--- config.mk ---
export PLATFORM = sky130hd
export DESIGN_NAME = id_ex_elastic_reg
export DESIGN_NICKNAME = d
export VERILOG_FILES = /design/src/rtl/id_ex_elastic_reg_pkg.sv /design/src/rtl/id_ex_elastic_reg_pipe_entry.sv /design/src/rtl/id_ex_elastic_reg.sv
export SDC_FILE = /design/constraint.sdc
export NUM_CORES = 1
export LEC_CHECK = 0
export BUFFER_PORTS_ARGS = -buffer_cell sky130_fd_sc_hd__buf_2
export CAP_MARGIN = 10
export CELL_PAD_IN_SITES_DETAIL_PLACEMENT = 0
export CELL_PAD_IN_SITES_GLOBAL_PLACEMENT = 2
export CORE_MARGIN = 5
export CORE_UTILIZATION = 34
export CTS_CLUSTER_DIAMETER = 100
export DETAILED_ROUTE_END_ITERATION = 12
export PLACE_DENSITY_LB_ADDON = 0.1
export SLEW_MARGIN = 20
export SYNTH_ARGS = -nofsm -noshare
export SYNTH_HDL_FRONTEND = slang
export SYNTH_HIERARCHICAL = 1
export SYNTH_SLANG_ARGS = --single-unit
--- constraint.sdc ---
create_clock -name clk -period 4.2 [get_ports clk]
set_input_delay 0.21 -clock clk [delete_from_list [all_inputs] [get_ports clk]]
set_output_delay 0.21 -clock clk [all_outputs]
set_load 0.01 [all_outputs]
--- src/rtl/id_ex_elastic_reg_pkg.sv ---
// ---------------------------------------------------------------------------
// id_ex_elastic_reg_pkg
// Shared constants and types for the elastic ID->EXE pipeline register.
//   ID_EX_DATA_W : datapath payload width (PC, Val_Rn, Val_Rm, imm24, Dest,
//                  EXE_CMD, src1/src2, shift operand)
//   ID_EX_CTRL_W : control payload width (S, B, MEM_W_EN, MEM_R_EN, WB_EN, imm)
//   ID_EX_CNT_W  : default width of the saturating bubble counter
//   state_e      : occupancy FSM encoding (EMPTY / ONE / FULL)
// ---------------------------------------------------------------------------
package id_ex_elastic_reg_pkg;

  localparam int ID_EX_DATA_W = 148;
  localparam int ID_EX_CTRL_W = 6;
  localparam int ID_EX_CNT_W  = 16;

  typedef enum logic [1:0] {
    ST_EMPTY = 2'd0,
    ST_ONE   = 2'd1,
    ST_FULL  = 2'd2
  } state_e;

endpackage : id_ex_elastic_reg_pkg

--- src/rtl/id_ex_elastic_reg_pipe_entry.sv ---
// ---------------------------------------------------------------------------
// pipe_entry_reg
// One pipeline slot: a payload register with load enable plus a valid bit.
//   clk      : rising-edge clock
//   rst      : asynchronous active-high reset (clears payload and valid)
//   i_load   : capture i_d at the next edge
//   i_d      : payload in
//   i_set    : set valid at the next edge
//   i_clr    : clear valid at the next edge
//   i_kill   : synchronous kill of valid; wins over i_set/i_clr
//   o_q      : held payload
//   o_valid  : slot holds a live entry
// ---------------------------------------------------------------------------
module pipe_entry_reg #(
  parameter int W = 8
) (
  input  logic         clk,
  input  logic         rst,
  input  logic         i_load,
  input  logic [W-1:0] i_d,
  input  logic         i_set,
  input  logic         i_clr,
  input  logic         i_kill,
  output logic [W-1:0] o_q,
  output logic         o_valid
);

  logic [W-1:0] r_q;
  logic         r_valid;

  // NOTE: payload is reset too, so out_data reads 0 after reset instead of X;
  // sequential state is only ever written with non-blocking assignments.
  always_ff @(posedge clk or posedge rst) begin
    if (rst) begin
      r_q     <= '0;
      r_valid <= 1'b0;
    end else begin
      if (i_load) r_q <= i_d;
      if (i_kill)      r_valid <= 1'b0;
      else if (i_set)  r_valid <= 1'b1;
      else if (i_clr)  r_valid <= 1'b0;
    end
  end

  assign o_q     = r_q;
  assign o_valid = r_valid;

endmodule : pipe_entry_reg

--- src/rtl/id_ex_elastic_reg.sv ---
// ---------------------------------------------------------------------------
// id_ex_elastic_reg
// Elastic ID->EXE pipeline register with a 2-entry skid buffer. The head slot
// (main) drives EXE; the second slot (skid) absorbs one instruction while EXE
// stalls. Control bits are masked on bubbles so EXE sees a NOP. A saturating
// counter records cycles where EXE was ready but starved.
//   clk, rst            : clock, asynchronous active-high reset
//   flush               : drop every held entry at the next edge
//   in_valid/in_ready   : decode-side handshake (in_ready registered)
//   in_data/in_ctrl     : decode-side payload
//   out_valid/out_ready : EXE-side handshake (out_valid registered)
//   out_data/out_ctrl   : head payload (ctrl masked by out_valid)
//   occupancy           : entries held (0..2)
//   bubble_cnt          : starved cycles, saturating
// ---------------------------------------------------------------------------
module id_ex_elastic_reg
  import id_ex_elastic_reg_pkg::*;
#(
  parameter int DATA_W = ID_EX_DATA_W,
  parameter int CTRL_W = ID_EX_CTRL_W,
  parameter int CNT_W  = ID_EX_CNT_W
) (
  input  logic              clk,
  input  logic              rst,
  input  logic              flush,
  input  logic              in_valid,
  output logic              in_ready,
  input  logic [DATA_W-1:0] in_data,
  input  logic [CTRL_W-1:0] in_ctrl,
  output logic              out_valid,
  input  logic              out_ready,
  output logic [DATA_W-1:0] out_data,
  output logic [CTRL_W-1:0] out_ctrl,
  output logic [1:0]        occupancy,
  output logic [CNT_W-1:0]  bubble_cnt
);

  localparam int PW = DATA_W + CTRL_W;

  state_e           r_state;
  state_e           w_next_state;
  logic [CNT_W-1:0] r_bubble_cnt;

  logic          w_in_fire;
  logic          w_out_fire;
  logic [PW-1:0] w_in_payload;
  logic [PW-1:0] w_main_d;
  logic [PW-1:0] w_main_q;
  logic [PW-1:0] w_skid_q;
  logic          w_main_valid;
  logic          w_skid_valid;

  logic w_main_load;
  logic w_main_sel_skid;
  logic w_main_set;
  logic w_main_clr;
  logic w_skid_load;
  logic w_skid_set;
  logic w_skid_clr;

  // Handshake flags come straight from flops: no out_ready -> in_ready path.
  assign in_ready   = ~w_skid_valid;
  assign out_valid  = w_main_valid;
  assign w_in_fire  = in_valid & in_ready;
  assign w_out_fire = w_main_valid & out_ready;

  assign w_in_payload = {in_ctrl, in_data};
  // Refill from skid when draining FULL, otherwise take the decode payload.
  assign w_main_d     = w_main_sel_skid ? w_skid_q : w_in_payload;

  always_ff @(posedge clk or posedge rst) begin
    if (rst) r_state <= ST_EMPTY;
    else     r_state <= w_next_state;
  end

  // NOTE: every output of this block gets a default first, so no path leaves
  // a signal unassigned and no latch can be inferred.
  always_comb begin
    w_next_state    = r_state;
    w_main_load     = 1'b0;
    w_main_sel_skid = 1'b0;
    w_main_set      = 1'b0;
    w_main_clr      = 1'b0;
    w_skid_load     = 1'b0;
    w_skid_set      = 1'b0;
    w_skid_clr      = 1'b0;

    if (flush) begin
      // Valids are killed inside the slots; any in_fire this cycle is lost.
      w_next_state = ST_EMPTY;
    end else begin
      unique case (r_state)
        ST_EMPTY: begin
          if (w_in_fire) begin
            w_main_load  = 1'b1;
            w_main_set   = 1'b1;
            w_next_state = ST_ONE;
          end
        end
        ST_ONE: begin
          if (w_in_fire && !w_out_fire) begin
            w_skid_load  = 1'b1;
            w_skid_set   = 1'b1;
            w_next_state = ST_FULL;
          end else if (w_out_fire && !w_in_fire) begin
            w_main_clr   = 1'b1;
            w_next_state = ST_EMPTY;
          end else if (w_in_fire && w_out_fire) begin
            w_main_load  = 1'b1;
          end
        end
        ST_FULL: begin
          if (w_out_fire) begin
            w_main_load     = 1'b1;
            w_main_sel_skid = 1'b1;
            w_skid_clr      = 1'b1;
            w_next_state    = ST_ONE;
          end
        end
        default: w_next_state = ST_EMPTY;
      endcase
    end
  end

  pipe_entry_reg #(.W(PW)) u_main (
    .clk     (clk),
    .rst     (rst),
    .i_load  (w_main_load),
    .i_d     (w_main_d),
    .i_set   (w_main_set),
    .i_clr   (w_main_clr),
    .i_kill  (flush),
    .o_q     (w_main_q),
    .o_valid (w_main_valid)
  );

  pipe_entry_reg #(.W(PW)) u_skid (
    .clk     (clk),
    .rst     (rst),
    .i_load  (w_skid_load),
    .i_d     (w_in_payload),
    .i_set   (w_skid_set),
    .i_clr   (w_skid_clr),
    .i_kill  (flush),
    .o_q     (w_skid_q),
    .o_valid (w_skid_valid)
  );

  assign out_data = w_main_q[DATA_W-1:0];
  assign out_ctrl = w_main_q[PW-1:DATA_W] & {CTRL_W{w_main_valid}};

  always_comb begin
    occupancy = 2'd0;
    unique case (r_state)
      ST_ONE:  occupancy = 2'd1;
      ST_FULL: occupancy = 2'd2;
      default: occupancy = 2'd0;
    endcase
  end

  // Starved cycle: EXE ready, nothing to give it. Flush cycles count too.
  always_ff @(posedge clk or posedge rst) begin
    if (rst) begin
      r_bubble_cnt <= '0;
    end else if (out_ready && !w_main_valid && (r_bubble_cnt != {CNT_W{1'b1}})) begin
      r_bubble_cnt <= r_bubble_cnt + 1'b1;
    end
  end

  assign bubble_cnt = r_bubble_cnt;

endmodule : id_ex_elastic_reg

==> results.py <==
metrics = {
    "status": {
        "status": "completed",
    },
    "clocking": {
        "clk_latency_ns": 0.54,
        "htree_levels": 2,
        "clock_path_buffers": 3,
        "numCtsBuffers": 39,
        "clock_sinks": 328,
        "clkTransAtPathRegs_ns": 0.06,
        "cts_setup_buffers": 0,
        "cts-root-buf": "clkbuf_16",
        "cts_tree": "built",
    },
    "timing": {
        "period_needed_ns": 2.464,
        "rsz0062_at_grt": "no",
        "finClkSkew_ns": 0.01613,
        "tightest_slew_ns": 0.9773,
        "slew_headroom_pct": 34.85,
        "fin_setup_tns_ns": 0,
        "hold_viol": 0,
        "clock.fmax_mhz": 405.9,
        "setup_viol": 0,
        "fin_crit_sh_pct": 58.66,
        "drv_slew": 0,
    },
    "worst_setup_path": {
        "worstPathArrival_ns": 2.88,
        "cpMaxStageDelayCell": "dfrtp_1",
        "path_class": "reg -> reg",
        "path_delay_family": "simple AND/OR/NAND/NOR gates",
        "r2r_slack_ns": 1.74,
        "crit_chain": "and2_1, a21oi_1, or2_2, a21oi_4, buf_12, mux2_2",
        "crit_fanout": 65,
        "crit_path_end_kind": "register",
        "critical_path.max_stage_delay_ns": 0.48,
        "crit_required_ns": 4.62,
        "critPathBufInv": 1,
        "cp-start-kind": "register",
    },
    "final_layout": {
        "areaGrowthSynthToFinish_pct": 33.66,
        "utilization_pct": 46.06,
        "nets": 1584,
        "nFillCells": 4029,
        "layout-drive-gt1-share_pct": 60.58,
    },
    "synth": {
        "synth_top_area_share_pct": 55.17,
        "synth.avg_cell_area_um2": 15.88,
        "synth_area_leaders": "dfrtp_1, mux2_2, mux2_4, buf_6, xor2_1",
        "yosysWarnings": 6,
        "syn_inst": 937,
        "synth_area_um2": 14880,
        "ys_seq_area_share_pct": 55.17,
        "synthesis.nets": 1097,
        "yosysTopAreaCell": "dfrtp_1",
        "synthDistinctLibCells": 28,
        "ys_ff_latch": 328,
    },
    "floorplan": {
        "die_height_um": 219.2,
        "core-area_um2": 43170,
        "die_w_um": 219.2,
        "initial_core_util_pct": 34.46,
        "dieArea_um2": 48040,
        "rows": 76,
        "io_pins": 333,
    },
    "power_and_ir_drop": {
        "seqPwrFrac_pct": 45.0,
        "swShare_pct": 27.48,
        "p_comb_share_pct": 24.5,
        "power.switching_mw": 2.917,
        "clockPowerShare_pct": 30.5,
        "power_density_nw_per_um2": 533.9,
        "peakVddDrop_mv": 0.3726,
        "power_leakage_nw": 8.930,
        "p_int_mw": 7.700,
    },
    "place": {
        "place_congestion": 0.7341,
        "portBuffers": 332,
        "hpwl_mm": 24.19,
    },
    "drt": {
        "drtPass1Iterations": 4,
        "drtIter0Drc": 302,
        "drtAntennaViolNets": 0,
        "drc": 0,
        "wl_per_cell_um": 18.83,
        "drt-total-wl_mm": 38.37,
        "vias": 9316,
        "viasPerCell": 4.571,
    },
    "global_route": {
        "grt_pass1_wl_mm": 60.00,
        "grt_use_total_pct": 15.87,
        "grt_pass1_vias": 10140,
        "antenna_found_initial": 2,
        "gr-total-overflow": 0,
        "grt_max_degree": 155,
    },
    "flow_run": {
        "maxCapViolCount": 0,
    },
    "hold_path": {
        "hold_path.class": "in -> async",
    },
}
placed cells by master (no fill, tap or decap), types with 9 or more instances in the layout:
| master | netlist | layout |
|---|---|---|
| mux2_4 | 121 | 121 |
| clkbuf_16 | 0 | 39 |
| clkinv_2 | 0 | 10 |
| buf_12 | 0 | 9 |
| mux2_2 | 343 | 343 |
| dfrtp_1 | 328 | 328 |
| xor2_1 | 14 | 14 |
| nor3_1 | 9 | 9 |
| nand2_1 | 10 | 10 |
| buf_2 | 22 | 332 |
| clkbuf_8 | 0 | 9 |
| dlygate4sd3_1 | 0 | 156 |
synth_stat cells:
library cell	instances
dfrtp_1	328
nand4_1	4
buf_2	22
a21oi_1	6
nor3_1	9
mux2_4	121
nor3b_1	2
nand3_1	3
nand4_2	2
buf_6	16
ha_1	1
nor4bb_1	1
nor2_2	1
nand2b_1	5
nand2_1	10
buf_4	15
inv_1	7
nor2b_1	2
or2_2	2
nor2_1	4
a21o_1	1
nor4b_1	2
nor4_4	1
nor4_1	6
xor2_1	14
and4_1	2
mux2_2	343
and2_1	7
worst register-to-register path: stages, from the launching register on:
cell and delay (ns):
dfrtp_1 0.48, and2_1 0.31, a21oi_1 0.10, or2_2 0.32, a21oi_4 0.25, buf_12 0.39
mux2_2 0.52
final timing paths:
kind,from,to,cells past startpoint
worst min register to register,bubble_cnt[15],bubble_cnt[15],1
worst min-delay path,rst,u_main/o_q[146],3
worst max-delay path,u_main/o_valid,u_main/o_q[132],6
min in group clk,in_valid,u_main/o_valid,5
worst max register to register,u_main/o_valid,u_main/o_q[132],6
max in group asynchronous,rst,u_skid/o_q[74],5
flip-flops by register name, indices dropped and copies added (netlist names):
name            cells
u_main/o_q        154
u_skid/o_valid      1
r_state             2
u_skid/o_q        154
bubble_cnt         16
u_main/o_valid      1
kinds of logic (layout without fill, tap and decap cells):
logic type	count (synthesis)	in the layout	synth area share, %
buffers and inverters	60	574	2.885
DFF	328	328	55.17
other	0	2	0
muxes	464	464	38.17
xor gates and xnor gates	14	14	0.8242
AOI/OAI and AO/OA	7	7	0.2523
adders and majority gates	1	1	0.08409
and+or+nand+nor	63	63	2.607
metrics by stage:
step	instance area [um^2]	hold WS [ns]	total power, mW	setup WS [ns]	instances
after global routing	19880	0.1391	11.26	1.562	2037
after global placement	17100	0.1244	7.298	1.777	1812
after detailed placement	17100	0.1279	7.349	1.730	1812
after CTS	19880	0.08628	10.84	1.716	2036
final	19880	0.1274	10.62	1.736	2038
after floorplan	14880	0.1486	6.373	2.031	937
power by group through the flow:
stage | clock network [mW] | registers (mW) | logic [mW]
finish | 3.24 | 4.78 | 2.60
global route | 3.51 | 4.92 | 2.83
CTS | 3.39 | 4.79 | 2.66
detailed placement | 0 | 4.82 | 2.53
global placement | 0 | 4.80 | 2.50
floorplan | 0 | 4.92 | 1.45
per-layer routing:
metal  vias to the layer above  routed length [um]  track usage, %  part of all wire, %
li1                       4353                   -               -                    -
met1                      4703               17210           21.31                   45
met2                       208               17840           25.24                   47
met3                        52                2634           4.621                  6.9
met4                         0                 687           4.333                  1.8
met5                         -                   0               0                    0
timing repair:
item	in CTS	in global routing
endpoints found under the setup margin	0	0
endpoints found under the hold margin	209	0
resized for setup	0	0
hold buffers	156	0
layout make-up:
| type | count | area (um^2) | area share (%) |
|---|---|---|---|
| diodes | 2 | 5.005 | 0.02517 |
| clock buffers | 55 | 1126 | 5.663 |
| clock inverters | 13 | 96.34 | 0.4845 |
| inverters | 7 | 33.78 | 0.1699 |
| multi-input cells | 549 | 6265 | 31.51 |
| flip-flops and latches | 328 | 8208 | 41.28 |
| well taps | 585 | 732.0 | 3.681 |
| repair buffers | 499 | 3418 | 17.19 |
Power figures use the tool's default switching activity.
